## config.mk

```make
export PLATFORM = sky130hd
export DESIGN_NAME = ucode_sequencer
export DESIGN_NICKNAME = d
export VERILOG_FILES = /design/src/rtl/ucode_sequencer.sv
export SDC_FILE = /design/constraint.sdc
export NUM_CORES = 1
export LEC_CHECK = 0
export ABC_AREA = 1
export CAP_MARGIN = 20
export CORE_UTILIZATION = 40
export DETAILED_ROUTE_END_ITERATION = 8
export HOLD_SLACK_MARGIN = 0.15
export PLACE_DENSITY = 0.69
export REMOVE_ABC_BUFFERS = 1
export SLEW_MARGIN = 5
export SYNTH_ARGS = -nofsm -noshare
export SYNTH_HDL_FRONTEND = slang
export SYNTH_SLANG_ARGS = --single-unit
```

## constraint.sdc

```tcl
create_clock -name clk -period 2.2 [get_ports clk]
set_input_delay 0.44 -clock clk [delete_from_list [all_inputs] [get_ports clk]]
set_output_delay 0.44 -clock clk [all_outputs]
set_load 0.005 [all_outputs]
```

## src/rtl/ucode_sequencer.sv

```systemverilog
// ucode_sequencer
// Walks a microcode chain for one JVM bytecode at a time. The opcode itself is
// the first micro-address; each following address comes from a combinational
// next-address ROM. A chain ends when the ROM returns 0. It faults when the ROM
// returns all-ones, or when the chain grows past MAX_STEPS micro-ops.
//
// Ports
//   clk, rst              clock; synchronous active-high reset
//   op_valid/op_ready     opcode handshake; op_code is the 8-bit JVM opcode
//   rom_addr/rom_data     next-address ROM lookup (combinational ROM)
//   uop_valid/uop_ready   micro-op handshake; uop_addr/uop_last describe it
//   busy                  high whenever the sequencer is not idle
//   err/err_code          sticky fault (01 invalid address, 10 step overflow)
//   err_clr               acknowledges a fault and returns to idle
//   insn_count            completed bytecodes, wraps modulo 2^16
module ucode_sequencer #(
  parameter int MAX_STEPS = 32,
  parameter int ADDR_W    = 9
) (
  input  logic              clk,
  input  logic              rst,
  input  logic              op_valid,
  output logic              op_ready,
  input  logic [7:0]        op_code,
  output logic [ADDR_W-1:0] rom_addr,
  input  logic [ADDR_W-1:0] rom_data,
  output logic              uop_valid,
  input  logic              uop_ready,
  output logic [ADDR_W-1:0] uop_addr,
  output logic              uop_last,
  output logic              busy,
  output logic              err,
  output logic [1:0]        err_code,
  input  logic              err_clr,
  output logic [15:0]       insn_count
);

  // Step counter only has to reach MAX_STEPS-1; keep at least one bit.
  localparam int STEP_W = (MAX_STEPS > 1) ? $clog2(MAX_STEPS) : 1;
  localparam logic [STEP_W-1:0] STEP_ONE  = STEP_W'(1);
  localparam logic [STEP_W-1:0] STEP_LAST = STEP_W'(MAX_STEPS - 1);

  typedef enum logic [1:0] {
    IDLE  = 2'b00,
    EMIT  = 2'b01,
    ERROR = 2'b10
  } state_t;

  state_t            state_r;
  logic [ADDR_W-1:0] cur_r;
  logic [STEP_W-1:0] step_r;
  logic              op_ready_r;
  logic              uop_valid_r;
  logic              busy_r;
  logic              err_r;
  logic [1:0]        err_code_r;
  logic [15:0]       insn_count_r;

  logic [ADDR_W-1:0] op_addr_s;
  logic              rom_end_s;
  logic              rom_inv_s;
  logic              fire_s;

  // ROM response decode and handshake detection.
  always_comb begin
    op_addr_s = ADDR_W'({1'b0, op_code});
    rom_end_s = (rom_data == {ADDR_W{1'b0}});
    rom_inv_s = (rom_data == {ADDR_W{1'b1}});
    fire_s    = uop_valid_r && uop_ready;
  end

  // The ROM is addressed by the opcode while idle so that its entry is
  // ready to use once the opcode has been loaded into cur_r.
  always_comb begin
    if (state_r == EMIT) begin
      rom_addr = cur_r;
      uop_last = rom_end_s;
    end else begin
      rom_addr = op_addr_s;
      uop_last = 1'b0;
    end
  end

  // Sequencer FSM with registered handshake and status outputs.
  always_ff @(posedge clk) begin
    if (rst) begin
      state_r      <= IDLE;
      cur_r        <= {ADDR_W{1'b0}};
      step_r       <= {STEP_W{1'b0}};
      op_ready_r   <= 1'b1;
      uop_valid_r  <= 1'b0;
      busy_r       <= 1'b0;
      err_r        <= 1'b0;
      err_code_r   <= 2'b00;
      insn_count_r <= 16'd0;
    end else begin
      case (state_r)
        IDLE: begin
          if (op_valid) begin
            cur_r       <= op_addr_s;
            step_r      <= {STEP_W{1'b0}};
            state_r     <= EMIT;
            op_ready_r  <= 1'b0;
            uop_valid_r <= 1'b1;
            busy_r      <= 1'b1;
          end
        end
        EMIT: begin
          if (fire_s) begin
            if (rom_end_s) begin
              state_r      <= IDLE;
              op_ready_r   <= 1'b1;
              uop_valid_r  <= 1'b0;
              busy_r       <= 1'b0;
              insn_count_r <= insn_count_r + 16'd1;
            end else if (rom_inv_s) begin
              state_r     <= ERROR;
              uop_valid_r <= 1'b0;
              err_r       <= 1'b1;
              err_code_r  <= 2'b01;
            end else if (step_r == STEP_LAST) begin
              state_r     <= ERROR;
              uop_valid_r <= 1'b0;
              err_r       <= 1'b1;
              err_code_r  <= 2'b10;
            end else begin
              cur_r  <= rom_data;
              step_r <= step_r + STEP_ONE;
            end
          end
        end
        ERROR: begin
          if (err_clr) begin
            state_r    <= IDLE;
            op_ready_r <= 1'b1;
            busy_r     <= 1'b0;
            err_r      <= 1'b0;
            err_code_r <= 2'b00;
          end
        end
        default: begin
          state_r     <= IDLE;
          op_ready_r  <= 1'b1;
          uop_valid_r <= 1'b0;
          busy_r      <= 1'b0;
        end
      endcase
    end
  end

  assign op_ready   = op_ready_r;
  assign uop_valid  = uop_valid_r;
  assign uop_addr   = cur_r;
  assign busy       = busy_r;
  assign err        = err_r;
  assign err_code   = err_code_r;
  assign insn_count = insn_count_r;

endmodule

```

==> results of run 1 <==
[routing by layer]
layer / vias to the layer above / global-route usage, % / part of all wire (%)
met5: - / 0 / 0
met4: 0 / 7.36 / 1.8
met3: 12 / 4.17 / 3.6
met2: 48 / 36.2 / 47
met1: 1092 / 26.1 / 48
li1: 1266 / - / -
[worst max path at each step]
stage / slack [ns] / end
after global placement: -0.07 / uop_last
after global routing: 0.002 / rom_addr[3]
after floorplan: 0.35 / insn_count[0]
final: 0.07 / rom_addr[1]
after CTS: 0.02 / rom_addr[0]
after detailed placement: -0.10 / uop_last
[power by group]
part           internal, mW  total (mW)  switching [mW]
Combinational         0.580        1.20           0.622
Clock                 0.317       0.566           0.250
Sequential            0.815       0.900          0.0849
Total                  1.71        2.67           0.957
[sequential cells by signal (all words and copies together) (netlist names)]
register,count
op_ready,1
step_r,5
err_code,2
uop_addr,9
busy,1
uop_valid,1
state_r,2
err,1
insn_count,16
[kinds of logic (layout without fill, tap and decap cells)]
kind of cell    count (synthesis)  in the layout  share of synthesized area (%)
simple gates                  203            203                           40.1
buf+inv                        53            130                           10.4
compound gates                 49             49                           11.2
flops                          38             38                           33.8
fa+ha+maj                       6              6                           3.34
xor+xnor                        3              3                           1.17
[final cells by class]
| cell class | count | area, µm² |
|---|---|---|
| Tap cell | 70 | 87.6 |
| Clock buffer | 8 | 110 |
| Fill cell | 521 | 2090 |
| Multi-Input combinational cell | 261 | 1270 |
| Timing Repair Buffer | 79 | 782 |
| Sequential cell | 38 | 763 |
| Inverter | 43 | 174 |
[repair_timing]
item,4_1_cts,5_1_grt
hold buffers,0,0
endpoints found under the hold margin,0,0
pin swaps,2,0
gates resized for setup,12,5
cloned,1,0
setup endpoints to repair,9,4
[per-stage QoR]
step	setup TNS [ns]	util (%)	hold WS, ns	area (µm²)
3_3_place_gp	-0.0678	57.3	0.439	3020
4_1_cts	0	60.2	0.455	3170
6_report	0	60.4	0.449	3180
3_5_place_dp	-0.101	57.3	0.440	3020
2_1_floorplan	0	-	0.442	2180
5_1_grt	0	60.4	0.470	3180
[layout by cell type (no fill, tap or decap), types with 5 or more instances in the layout]
master	synthesis	final
clkbuf_8	0	8
buf_4	1	15
clkdlybuf4s50_1	0	53
o21ai_0	23	23
nand2_1	108	108
dlygate4sd2_1	0	7
inv_1	39	38
a21oi_1	21	21
nand4_1	5	5
nor2_1	53	53
dfxtp_1	38	36
ha_1	6	5
nand3_1	17	17
[worst max-delay path: cells and delay by family (launching register included)]
kind / cells / cell delay [ns]
adder cells (fa/ha/maj): 1 / 0.17
flip-flops: 1 / 0.33
AND/OR/NAND/NOR: 2 / 0.12
buffers and inverters: 4 / 0.76
==> results.md, run 1 <==
- Area leader, netlist: dfxtp_1
- Clock Path Buffers: 2
- Detailed-route via count: between 2k and 2.5k
- Reg clk slew, reported paths: roughly 0.07 ns
- Synth unique cells: 30
- Initial core utilization: a little over two fifths
- Routability Congestion: 0.895
- Tightest Pin Transition: roughly 0.36 ns
- Critical path required time: between 1.5 and 2 ns
- Post-synth EDFFs: 0
- Area share of the largest cell type after synthesis: between 30% and 40%
- Max-slew headroom: 75.9%
- Hpwl dp: 4370 µm
- Most common cell in the synthesized netlist: nand2_1
- Avg WL per Cell: ~12 µm
- Hold_sp: err
- Global-route usage over all layers: a little over a fifth
- Post-synthesis sequential area ratio: roughly a third
- I/O pin count: between 60 and 70
- Wirelength, routed: 5790 µm
- Diode count: 0
- Gate Count Post-Synth: ~350
- Slowest cell on the critical path: clkdlybuf4s50_1
- Critical Path Sink Type: primary output
- Crit path cell chain: inv_2 -> ha_4 -> buf_12 -> clkinv_8 -> nand2_1 -> nand2_1 -> clkdlybuf4s50_1
- Total power: about 2.7 mW
- Largest net degree at the start of global routing: 27
- # port buffers: 62
- Postcts setup bufs: 0
- Core Area: about 0.0053 mm²
- Area growth, synth to finish: 41.6%
- # Max-Cap Violations: 0
- Hold Path Class: flop to flop
- Synthesized flop and latch total: 38
- Synth warn: 0
- Crit share post-route: a little under 100%
- Type of origin of the critical path: flop
- Routed vias/inst: between 4 and 5
- Ys flop type: dfxtp_1
- Detail Route Antenna Nets: 0
- Final Worst Setup Slack: about 0.074 ns
- DRT Pass-1 Iters: 4
- Final hold vios: 0
- Vias in the first global route: 2336
- Pre-CTS setup slack: -0.101 ns
- Cell area after synthesis: 0.00225 mm²
- Non-Filler Instances: around 500
- Fmax: about 0.47 GHz
- Initial antenna violation count: 0
- Hold Path Depth: 2
- H-Tree Depth: 2
- # nets final: ~460
- Slew Viols, Final: 0
- Worst skew pair latency: approximately 0.30 ns
- CTS Buf Count: 5
- Sink Count: 38
- Worst reg-to-reg path cell count: 11
- Share of layout cells above drive strength 1: 11.2%
- FF-to-FF Start: state_r[1]
- Root Buffer: clkbuf_8
- Pleak: approximately 1.4 nW
- Die Height: 77.0 µm
- Power per Cell Area: 838 mW/mm²
- Row count: 26
- Crit path max fanout: 13
- Syn_area_per_cell: between 6 and 7 µm²
- Fin crit period: around 2.1 ns
- RSZ-0062 raised after global routing: false
- Status: finished, final reports clean
- Critical path class: flop to primary output
- Cell with the most instances on the worst path: nand2_1
- TritonCTS clock tree: built
- Worst EP arrival: between 1.5 and 2 ns
- Synth cell count leaders: 108 x nand2_1, 53 x nor2_1, 39 x inv_1
- Die Footprint: ~0.0059 mm²
- Synth top area cells: dfxtp_1 34%, nand2_1 18%, nor2_1 8.8%
- CP max stage delay: ~0.5 ns
- Peak VDD IR: roughly 530 µV
- Worst hold endpoint: err
- Clock skew: 0.00796 ns
- R2R setup slack: roughly 0.45 ns
- Placed cells: between 400 and 500
- Drc violations: 0
- Setup Viol. Count Final: 0
- Grt ovf: 0
- Drt initial violations: 135
- First-pass GRT wire length: between 10000 and 15000 µm
- Crit path from: state_r[1]
- Async set-or-reset flop fraction in the synthesized netlist: 0%
- Die X: 77.0 µm
- Reg-to-reg endpoint: uop_addr[4]
(Power assumes the default switching activity.)
==> run 2, diff against run 1 <==
Settings changed: CORE_MARGIN from default to 2.
==> results.md, run 2 (same netlist as run 1, synthesis figures left out) <==
- Status: finished, final reports clean
- Power per Cell Area: 801 mW/mm² (-4.4%)
- Final hold vios: 0 (unchanged)
- Commonest non-fill, non-tap cells in the layout: 108 x nand2_1, 57 x clkdlybuf4s50_1, 53 x nor2_1
- Core Util, Final: 56.8% (-3.6 points)
- Detail Route Antenna Nets: 0 (unchanged)
- CP max stage delay: 0.52 ns (+0.03 ns)
- Worst EP arrival: 1.71 ns (+0.02 ns)
- Grt ovf: 0 (unchanged)
- Cell with the most instances on the worst path: nand2_1
- Most common cell after layout, fill and taps aside: nand2_1
- Type of origin of the critical path: flop
- Hold Path Class: flop to flop
- Drc violations: 0 (unchanged)
- Sequential share of power: 36.1% (+2.4 points)
- DRT Pass-1 Iters: 4 (unchanged)
- Tightest Pin Transition: 0.363 ns (+0.00269 ns)
- Die Height: 79.0 µm (+2.6%)
- I/O pin count: 63 (unchanged)
- CP top delay family: buffers and inverters
- Max-slew headroom: 75.8% (-0.18 points)
- Crit path max fanout: 14 (+1)
- RSZ-0062 raised after global routing: true
- First-pass GRT wire length: 9820 µm (-3.9%)
- CP bufs+invs: 3 (-1)
- Fmax: 0.464 GHz (-1.3%)
- Clock power frac: 18.5% (-2.7 points)
- Routability Congestion: 0.910 (+1.6%)
- Reg clk slew, reported paths: 0.07 ns (about the same)
- CTS Buf Count: 5 (unchanged)
- Drt initial violations: 85 (-37%)
- Hold slack final: 0.445 ns (-0.00481 ns)
- # Max-Cap Violations: 0 (unchanged)
- Row count: 27 (+3.8%)
- Pre-CTS setup slack: -0.0671 ns (+0.0340 ns)
- Clock skew: 0.00565 ns (-0.00230 ns)
- # nets final: 457 (+0.22%)
- Worst skew pair latency: 0.30 ns (about the same)
- Crit path cell chain: inv_2 -> ha_4 -> inv_4 -> nand2_1 -> nand2_1 -> clkdlybuf4s50_1
- Final Worst Setup Slack: 0.0465 ns (-0.0279 ns)
- Vias in the first global route: 2183 (-6.5%)
- Core Area: 0.00547 mm² (+3.8%)
- # port buffers: 62 (unchanged)
- H-Tree Depth: 2 (unchanged)
- Diode count: 0 (unchanged)
- Routed vias/inst: 4.70 (-3.1%)
- Comb power frac: 45.4% (+0.4 points)
- Initial antenna violation count: 0 (unchanged)
- Pleak: 1.34 nW (-3.6%)
- Detailed-route via count: 2353 (-2.7%)
- Die Footprint: 0.00624 mm² (+5.3%)
- Peak VDD IR: 403 µV (-24%)
- Global-route usage over all layers: 19.5% (-1.6 points)
- Total power: 2.49 mW (-6.6%)
- Max FFs per register: 16 (unchanged)
- Share of layout cells above drive strength 1: 11.0% (-0.23 points)
- Die X: 79.0 µm (+2.6%)
- Sink Count: 38 (unchanged)
- Clock Path Buffers: 2 (unchanged)
- Slew Viols, Final: 0 (unchanged)
- Fin crit period: 2.15 ns (+0.0279 ns)
- P_int: 1.56 mW (-8.9%)
- Setup Viol. Count Final: 0 (unchanged)
- Avg WL per Cell: 11.3 µm (-2.7%)
- Postcts setup bufs: 0 (unchanged)
- Hpwl dp: 4450 µm (+2.0%)
- Wirelength, routed: 5660 µm (-2.3%)
- TritonCTS clock tree: built
- Area growth, synth to finish: 38.3%
- Crit share post-route: 97.9% (+1.3 points)
- Root Buffer: clkbuf_8
- Initial core utilization: 41.1% (-1.6 points)
- NetSw: 0.932 mW (-2.5%)
- Slowest cell on the critical path: clkdlybuf4s50_1
- Critical Path Sink Type: primary output
- Sw frac: 37.4% (+1.6 points)
- Largest net degree at the start of global routing: 16 (-41%)
- Critical path class: flop to primary output
- Critical path required time: 1.76 ns (about the same)
run 2: changes by cell type in the layout (fill, tap and decap cells not counted), sizes merged:
cell	before	now
inv	42	43
dlygate4sd2	7	5
dlymetal6s2s	2	0
buf	16	18
bufbuf	1	0
clkbuf	8	5
clkinv	1	2
clkdlybuf4s50	53	57
run 2: timing repair:
| action | CTS | global route |
|---|---|---|
| pin swaps | 4 | 0 |
| hold buffers | 0 | 0 |
| resized for setup | 7 | 2 |
| setup endpoints to repair | 10 | 9 |
run 2: final cells by class:
cell class / instances / area, µm²
clock inverters: 2 / 10.0
repair buffers: 80 / 749
clock buffers: 5 / 68.8
well taps: 72 / 90.1
inverters: 43 / 164
multi-input cells: 261 / 1270
fillers: 547 / 2360
flip-flops and latches: 38 / 762
run 2: tightest hold or removal path: stages (launching register included):
cell	delay [ns]
dfxtp_1	0.31
inv_1	0.05
a21oi_1	0.05
run 2: power by group through the flow:
stage	Clock, mW	Sequential, mW	Combinational, mW
2_1_floorplan	0	0.907	0.619
3_3_place_gp	0	0.906	1.12
3_5_place_dp	0	0.911	1.13
4_1_cts	0.479	0.899	1.15
5_1_grt	0.501	0.920	1.28
6_report	0.460	0.900	1.13
run 2: per-stage QoR:
step / instance area, µm² / TNS [ns] / std cells
2_1_floorplan: 2180 / 0 / 342
3_3_place_gp: 3020 / -0.0509 / 494
3_5_place_dp: 3020 / -0.0671 / 494
4_1_cts: 3110 / 0 / 501
5_1_grt: 3110 / -0.0582 / 501
6_report: 3110 / 0 / 501
run 2: routing by layer:
metal  part of all wire, %  up-vias  global-route usage, %
met5                     0        -                      0
met4                   2.9        0                   8.28
met3                   4.0       16                   3.75
met2                    49       50                   32.7
met1                    44     1025                   24.4
li1                      -     1262                      -
run 2: path summary, 6_finish.rpt:
path | from | end | slack [ns] | cells past startpoint
worst max-delay path | state_r[1] | rom_addr[4] | 0.05 | 6
worst max register to register | step_r[0] | uop_addr[2] | 0.39 | 11
worst min-delay path | err | err | 0.44 | 2
worst min register to register | err | err | 0.44 | 2
==> run 3, diff against run 2 <==
Settings changed: ABC_CLOCK_PERIOD_IN_PS from default to 2200.
==> results of run 3 <==
The final DEF is identical to that of run 2; final timing and power are the same.
